`src/rtl/pe_shift_mac_if.sv`:
```
// pe_shift_mac_if: data/control bundle for one shift-MAC processing element.
//   master: drives en, weight_load/weight_in/weight_swap, act_valid/act_in, psum_in
//           (the west/north neighbours, or a bench)
//   slave : the PE itself; returns act_out/act_valid_o (east), out_weight and
//           psum_out/psum_valid/ovf (south)
interface pe_shift_mac_if #(
  parameter int ACT_W = 8,
  parameter int WGT_W = 4,
  parameter int ACC_W = 21
);
  logic             en;
  logic             weight_load;
  logic [WGT_W-1:0] weight_in;
  logic             weight_swap;
  logic             act_valid;
  logic [ACT_W-1:0] act_in;
  logic [ACC_W-1:0] psum_in;
  logic [ACT_W-1:0] act_out;
  logic             act_valid_o;
  logic [WGT_W-1:0] out_weight;
  logic [ACC_W-1:0] psum_out;
  logic             psum_valid;
  logic             ovf;

  modport master (
    output en, weight_load, weight_in, weight_swap, act_valid, act_in, psum_in,
    input  act_out, act_valid_o, out_weight, psum_out, psum_valid, ovf
  );

  modport slave (
    input  en, weight_load, weight_in, weight_swap, act_valid, act_in, psum_in,
    output act_out, act_valid_o, out_weight, psum_out, psum_valid, ovf
  );
endinterface

```
`src/rtl/pe_shift_mac.sv`:
```
// pe_shift_mac: weight-stationary systolic PE with a log-quantised weight.
//   product = (sign ? -1 : +1) * (act << exp); code {1, 0...0} is zero.
//   psum_out = psum_in + product, two register stages after the sample.
//   Double-buffered weight (shadow/active), global stall (en), east/south forwarding.
// Ports:
//   clk    rising-edge clock
//   rst_n  synchronous active-low reset
//   bus    pe_shift_mac_if.slave (see interface header)
// Build option:
//   PE_SAT_EN  defined   -> psum_out saturates on overflow, ovf sticky until reset
//              undefined -> psum_out wraps, ovf is a one-cycle flag with psum_valid
module pe_shift_mac #(
  parameter int ACT_W = 8,
  parameter int WGT_W = 4,
  parameter int ACC_W = 21,
  parameter int SH_W  = ACT_W + 2**(WGT_W-1) - 1
) (
  input  logic           clk,
  input  logic           rst_n,
  pe_shift_mac_if.slave  bus
);
  localparam int STAGES = 2;
  localparam logic [WGT_W-1:0] W_ZERO = {1'b1, {(WGT_W-1){1'b0}}};

  typedef struct packed {
    logic [SH_W-1:0]  sh;
    logic             neg;
    logic             zero;
    logic [ACC_W-1:0] psum;
  } s1_t;

  logic [WGT_W-1:0] shadow_w, active_w;
  logic [STAGES:1]  vld_pipe;   // [1] = stage-1 valid (also act_valid_o), [2] = psum_valid
  s1_t              s1_q, s1_d;
  logic [ACT_W-1:0] act_q;
  logic [WGT_W-1:0] out_w_q;
  logic [ACC_W-1:0] psum_q;
  logic             ovf_q;

  // Stage-1 combinational: barrel shift on the active weight as of this cycle
  always_comb begin
    s1_d      = '0;
    s1_d.sh   = {{(SH_W-ACT_W){1'b0}}, bus.act_in} << active_w[WGT_W-2:0];
    s1_d.neg  = active_w[WGT_W-1];
    s1_d.zero = (active_w == W_ZERO);
    s1_d.psum = bus.psum_in;
  end

  // Stage-2 combinational: one extra bit so the carry out of a positive add is kept
  logic [ACC_W:0]   psum_x, sh_x, sum;
  logic             ov;
  logic [ACC_W-1:0] res;

  always_comb begin
    psum_x = {s1_q.psum[ACC_W-1], s1_q.psum};
    sh_x   = {{(ACC_W+1-SH_W){1'b0}}, s1_q.sh};
    if (s1_q.zero)     sum = psum_x;
    else if (s1_q.neg) sum = psum_x - sh_x;
    else               sum = psum_x + sh_x;
    ov = sum[ACC_W] ^ sum[ACC_W-1];
`ifdef PE_SAT_EN
    // Clamp toward the true sign, held in the extra top bit
    if (ov) res = sum[ACC_W] ? {1'b1, {(ACC_W-1){1'b0}}} : {1'b0, {(ACC_W-1){1'b1}}};
    else    res = sum[ACC_W-1:0];
`else
    res = sum[ACC_W-1:0];
`endif
  end

  always_ff @(posedge clk) begin
    if (!rst_n) begin
      shadow_w <= W_ZERO;
      active_w <= W_ZERO;
      vld_pipe <= '0;
      s1_q     <= '0;
      act_q    <= '0;
      out_w_q  <= '0;
      psum_q   <= '0;
      ovf_q    <= 1'b0;
    end else if (bus.en) begin
      // Swap reads the pre-edge shadow, so load+swap moves the old shadow to active
      if (bus.weight_load) begin
        shadow_w <= bus.weight_in;
        out_w_q  <= bus.weight_in;
      end
      if (bus.weight_swap) active_w <= shadow_w;

      vld_pipe <= {vld_pipe[STAGES-1:1], bus.act_valid};
      act_q    <= bus.act_in;
      if (bus.act_valid) s1_q <= s1_d;

      // psum_out holds across bubbles; ovf tracks only valid results
      if (vld_pipe[1]) psum_q <= res;
`ifdef PE_SAT_EN
      ovf_q <= ovf_q | (vld_pipe[1] & ov);
`else
      ovf_q <= vld_pipe[1] & ov;
`endif
    end
  end

  assign bus.act_out     = act_q;
  assign bus.act_valid_o = vld_pipe[1];
  assign bus.out_weight  = out_w_q;
  assign bus.psum_out    = psum_q;
  assign bus.psum_valid  = vld_pipe[STAGES];
  assign bus.ovf         = ovf_q;
endmodule

```
`src/flat_wrapper.sv`:
```
// flat-port wrapper written by rule: the top's interface ports become plain ports
module pe_shift_mac_flat 
#(
  parameter int ACT_W = 8,
  parameter int WGT_W = 4,
  parameter int ACC_W = 21,
  parameter int SH_W  = ACT_W + 2**(WGT_W-1) - 1
)
  (clk, rst_n, bus_en, bus_weight_load, bus_weight_in, bus_weight_swap, bus_act_valid, bus_act_in, bus_psum_in, bus_act_out, bus_act_valid_o, bus_out_weight, bus_psum_out, bus_psum_valid, bus_ovf);
  pe_shift_mac_if #(.ACT_W(ACT_W), .WGT_W(WGT_W), .ACC_W(ACC_W)) bus_i ();
  input  logic clk;
  input  logic rst_n;
  input wire logic [$bits(bus_i.en)-1:0] bus_en;
  input wire logic [$bits(bus_i.weight_load)-1:0] bus_weight_load;
  input wire logic [$bits(bus_i.weight_in)-1:0] bus_weight_in;
  input wire logic [$bits(bus_i.weight_swap)-1:0] bus_weight_swap;
  input wire logic [$bits(bus_i.act_valid)-1:0] bus_act_valid;
  input wire logic [$bits(bus_i.act_in)-1:0] bus_act_in;
  input wire logic [$bits(bus_i.psum_in)-1:0] bus_psum_in;
  output wire logic [$bits(bus_i.act_out)-1:0] bus_act_out;
  output wire logic [$bits(bus_i.act_valid_o)-1:0] bus_act_valid_o;
  output wire logic [$bits(bus_i.out_weight)-1:0] bus_out_weight;
  output wire logic [$bits(bus_i.psum_out)-1:0] bus_psum_out;
  output wire logic [$bits(bus_i.psum_valid)-1:0] bus_psum_valid;
  output wire logic [$bits(bus_i.ovf)-1:0] bus_ovf;
  assign bus_i.en = bus_en;
  assign bus_i.weight_load = bus_weight_load;
  assign bus_i.weight_in = bus_weight_in;
  assign bus_i.weight_swap = bus_weight_swap;
  assign bus_i.act_valid = bus_act_valid;
  assign bus_i.act_in = bus_act_in;
  assign bus_i.psum_in = bus_psum_in;
  assign bus_act_out = bus_i.act_out;
  assign bus_act_valid_o = bus_i.act_valid_o;
  assign bus_out_weight = bus_i.out_weight;
  assign bus_psum_out = bus_i.psum_out;
  assign bus_psum_valid = bus_i.psum_valid;
  assign bus_ovf = bus_i.ovf;
  pe_shift_mac #(.ACT_W(ACT_W), .WGT_W(WGT_W), .ACC_W(ACC_W), .SH_W(SH_W)) u_core (.clk(clk), .rst_n(rst_n), .bus(bus_i));
endmodule
```
`config.mk`:
```
export PLATFORM = sky130hd
export DESIGN_NAME = pe_shift_mac_flat
export DESIGN_NICKNAME = d
export VERILOG_FILES = /design/src/rtl/pe_shift_mac_if.sv /design/src/rtl/pe_shift_mac.sv /design/src/flat_wrapper.sv
export SDC_FILE = /design/constraint.sdc
export NUM_CORES = 1
export LEC_CHECK = 0
export ABC_CLOCK_PERIOD_IN_PS = 4500
export CORE_ASPECT_RATIO = 0.9
export CORE_UTILIZATION = 45
export CTS_CLUSTER_SIZE = 30
export DETAILED_ROUTE_END_ITERATION = 7
export PLACE_DENSITY = 0.79
export SYNTH_ARGS = -nofsm -noshare
export SYNTH_HDL_FRONTEND = slang
export SYNTH_SLANG_ARGS = --single-unit
```
`constraint.sdc`:
```
create_clock -name clk -period 4.5 [get_ports clk]
set_input_delay 0.675 -clock clk [delete_from_list [all_inputs] [get_ports clk]]
set_output_delay 0.675 -clock clk [all_outputs]
set_load 0.01 [all_outputs]
```
==> impl_metrics.yaml <==
power:
  power.leakage_uw: 0.00245
  totalPowerFinal_uw: 2030
  p_per_area_nw_per_um2: 341
  vdd_drop_max_mv: 0.172
sta:
  fin_crit_ns: 3.74
  fmax_mhz: 267
  final_hold_viol_count: 0
  rsz0062_at_grt: "false"
  worst_slack_ns: 0.756
  maxSlewHeadroom_pct: 23.5
  tightestPinTransition_ns: 1.15
  final.setup_skew_ns: 0.00871
  finalSetupViolCount: 0
  setup_tns_ns: 0
  slew_violations: 0
  fin_crit_sh_pct: 83.2
critical_path:
  worst-setup-path-type: "flip-flop to flip-flop"
  critPathMaxFanout: 21
  cp.required_ns: 4.72
  cp.arrival_ns: 3.97
  critPathCaptureType: "flip-flop"
  critical_path.slowest_cell: "dfxtp_1"
  crit_chain: "a31oi_1 > nor2_1 > o21ai_0 > xnor2_1 > ha_1 > a21o_1 > a211oi_1 > o21ai_0 > o211ai_1 > o311ai_2 > o211ai_2 > mux2_4 > a31oi_1 > nand3_1"
  cp-start-kind: "flip-flop"
  max_stage_delay_ns: 0.74
grt:
  grt_max_degree: 59
  grt_pass1_vias: 4330
  grt_pass1_wl_mm: 20.6
  antenna_found_initial: 0
  grtUsageTotal_pct: 22.7
  grt_overflow: 0
die:
  die_area_um2: 11300
  boundaryPins: 75
  rows: 35
  die_w_um: 112
  core_area_um2: 10400
  start_util_pct: 47.1
  die_y_um: 101
clocking:
  clkSlewWorstSetupHoldPaths_ns: 0.06
  root_buffer: "clkbuf_16"
  clock-sinks: 79
  clk_path_buf_depth: 2
  cts_resized: 0
  cts_hold_buf: 0
  htreeDepth: 3
  cts_buffers: 9
  post_cts_buffers: 0
  cts_tree: "yes"
  insertion_delay_ns: 0.34
placement:
  dp_cells: 766
  gp_congestion: 0.881
  dp.final_hpwl_mm: 9.08
  io_buffer_count: 74
  placed_area_um2: 5680
  place_ws_ns: 0.803
run:
  drv_cap: 0
cells_and_area:
  drive_gt1_share_pct: 6.30
  fillers: 945
  seq_area_um2: 1580
  num_antenna_cells: 0
  syn_to_final_growth_pct: 21.5
  final_nets: 710
  instances_no_fill: 780
  final_common_cell: "nand2_1"
  mostFrequentLayoutCells: "93 x nand2_1, 79 x dfxtp_1, 73 x clkdlybuf4s50_1, 37 x nor2_1, 37 x a21boi_0"
  design_area_um2: 5960
  multiInputGateArea_um2: 3110
synthesis:
  synthArstFlopShare_pct: 0
  netlist_area_um2: 4910
  yosysWarnings: 0
  syn_inst: 599
  mappedNetlistNets: 661
  ys_seq_area_share_pct: 32.2
  ys_ff_latch: 79
  synthFlopType: "dfxtp_1"
  synth.avg_cell_area_um2: 8.19
  synth_edf_count: 0
  yosysUniqueCellTypes: 60
drt:
  viasPerCell: 5.64
  drc: 4
  num_vias: 4398
  routedWlPerCell_um: 15.6
  ant_nets: 0
  routed_wl_mm: 12.2
  dr.pass1.iters: 6
  drt_iter0_drc: 226
worst_hold_path:
  hp-class: "flip-flop to flip-flop"
outcome:
  violations: "design-rule violations"
  status: "finished, violations left"
==> where the power goes <==
group / internal (uW) / switching [uW]
Combinational: 258 / 296
Clock: 436 / 278
Sequential: 732 / 34.4
==> path summary, 6_finish.rpt <==
check | slack, ns | startpoint | to | cells after the start
setup / recovery | 0.76 | u_core.s1_q[22] | u_core.bus.ovf | 14
hold reg to reg | 0.47 | u_core.bus.out_weight[3] | u_core.bus.out_weight[3] | 2
hold / removal | 0.47 | u_core.bus.out_weight[3] | u_core.bus.out_weight[3] | 2
setup reg to reg | 0.76 | u_core.s1_q[22] | u_core.bus.ovf | 14
==> metal layers <==
| layer | part of all wire, % | vias to the layer above | track usage [%] |
|---|---|---|---|
| li1 | - | 2220 | - |
| met1 | 45 | 2073 | 27.2 |
| met2 | 49 | 93 | 41.6 |
| met3 | 4.2 | 12 | 4.39 |
| met4 | 1.1 | 0 | 6.26 |
| met5 | 0 | - | 0 |
==> layout make-up <==
type,instances,share of cell area (%)
clock buffer,10,4.01
clock inverter,4,0.797
inverter,10,0.630
multi-input combinational,468,52.2
sequential,79,26.5
tap,129,2.71
timing repair buffer,80,13.1
==> synthesized netlist by cell type, types with 17 or more instances <==
| cell type | instances | area, um^2 |
|---|---|---|
| a21oi_1 | 32 | 160 |
| o21ai_0 | 20 | 100 |
| o211a_1 | 20 | 200 |
| clkbuf_1 | 32 | 120 |
| nor2b_1 | 17 | 106 |
| nand2_1 | 93 | 349 |
| nand3_1 | 20 | 100 |
| o211ai_1 | 17 | 128 |
| dfxtp_1 | 79 | 1580 |
| xnor2_1 | 21 | 184 |
| mux2i_1 | 21 | 210 |
| nor2_1 | 37 | 139 |
| ha_1 | 22 | 275 |
| a21boi_0 | 37 | 278 |
==> state kept, by name, summed over array words and instances, names as in the netlist <==
name and cells:
u_core.bus.act_out 8, u_core.shadow_w 1, u_core.active_w 4, u_core.s1_q 17, u_core.vld_pipe 2, u_core.bus.psum_out 21
u_core.bus.ovf 1, u_core.bus.out_weight 4, u_core.psum_x 21
==> through the flow <==
| step | hold slack, ns | utilization [%] |
|---|---|---|
| 6_report | 0.473 | 57.2 |
| 3_3_place_gp | 0.454 | 54.5 |
| 3_5_place_dp | 0.463 | 54.5 |
| 2_1_floorplan | 0.441 | - |
| 4_1_cts | 0.475 | 57.2 |
| 5_1_grt | 0.518 | 57.2 |
==> critical path, delay by kind of cell (launching register included) <==
kind | cells | cell delay (ns)
xor+xnor | 1 | 0.17
simple gates | 2 | 0.46
fa+ha+maj | 1 | 0.35
mux | 1 | 0.32
flops | 1 | 0.74
compound gates | 9 | 1.57
==> kinds of logic after synthesis <==
kind of cell	Yosys count	synth area share (%)
flip-flops	79	32.2
AO/OA/AOI/OAI	184	27.3
buffers and inverters	52	4.28
XOR/XNOR	32	5.71
adder cells (fa/ha/maj)	23	6.02
multiplexers	24	5.05
AND/OR/NAND/NOR	205	19.4
Note: power is estimated with default switching activity, not from simulation.
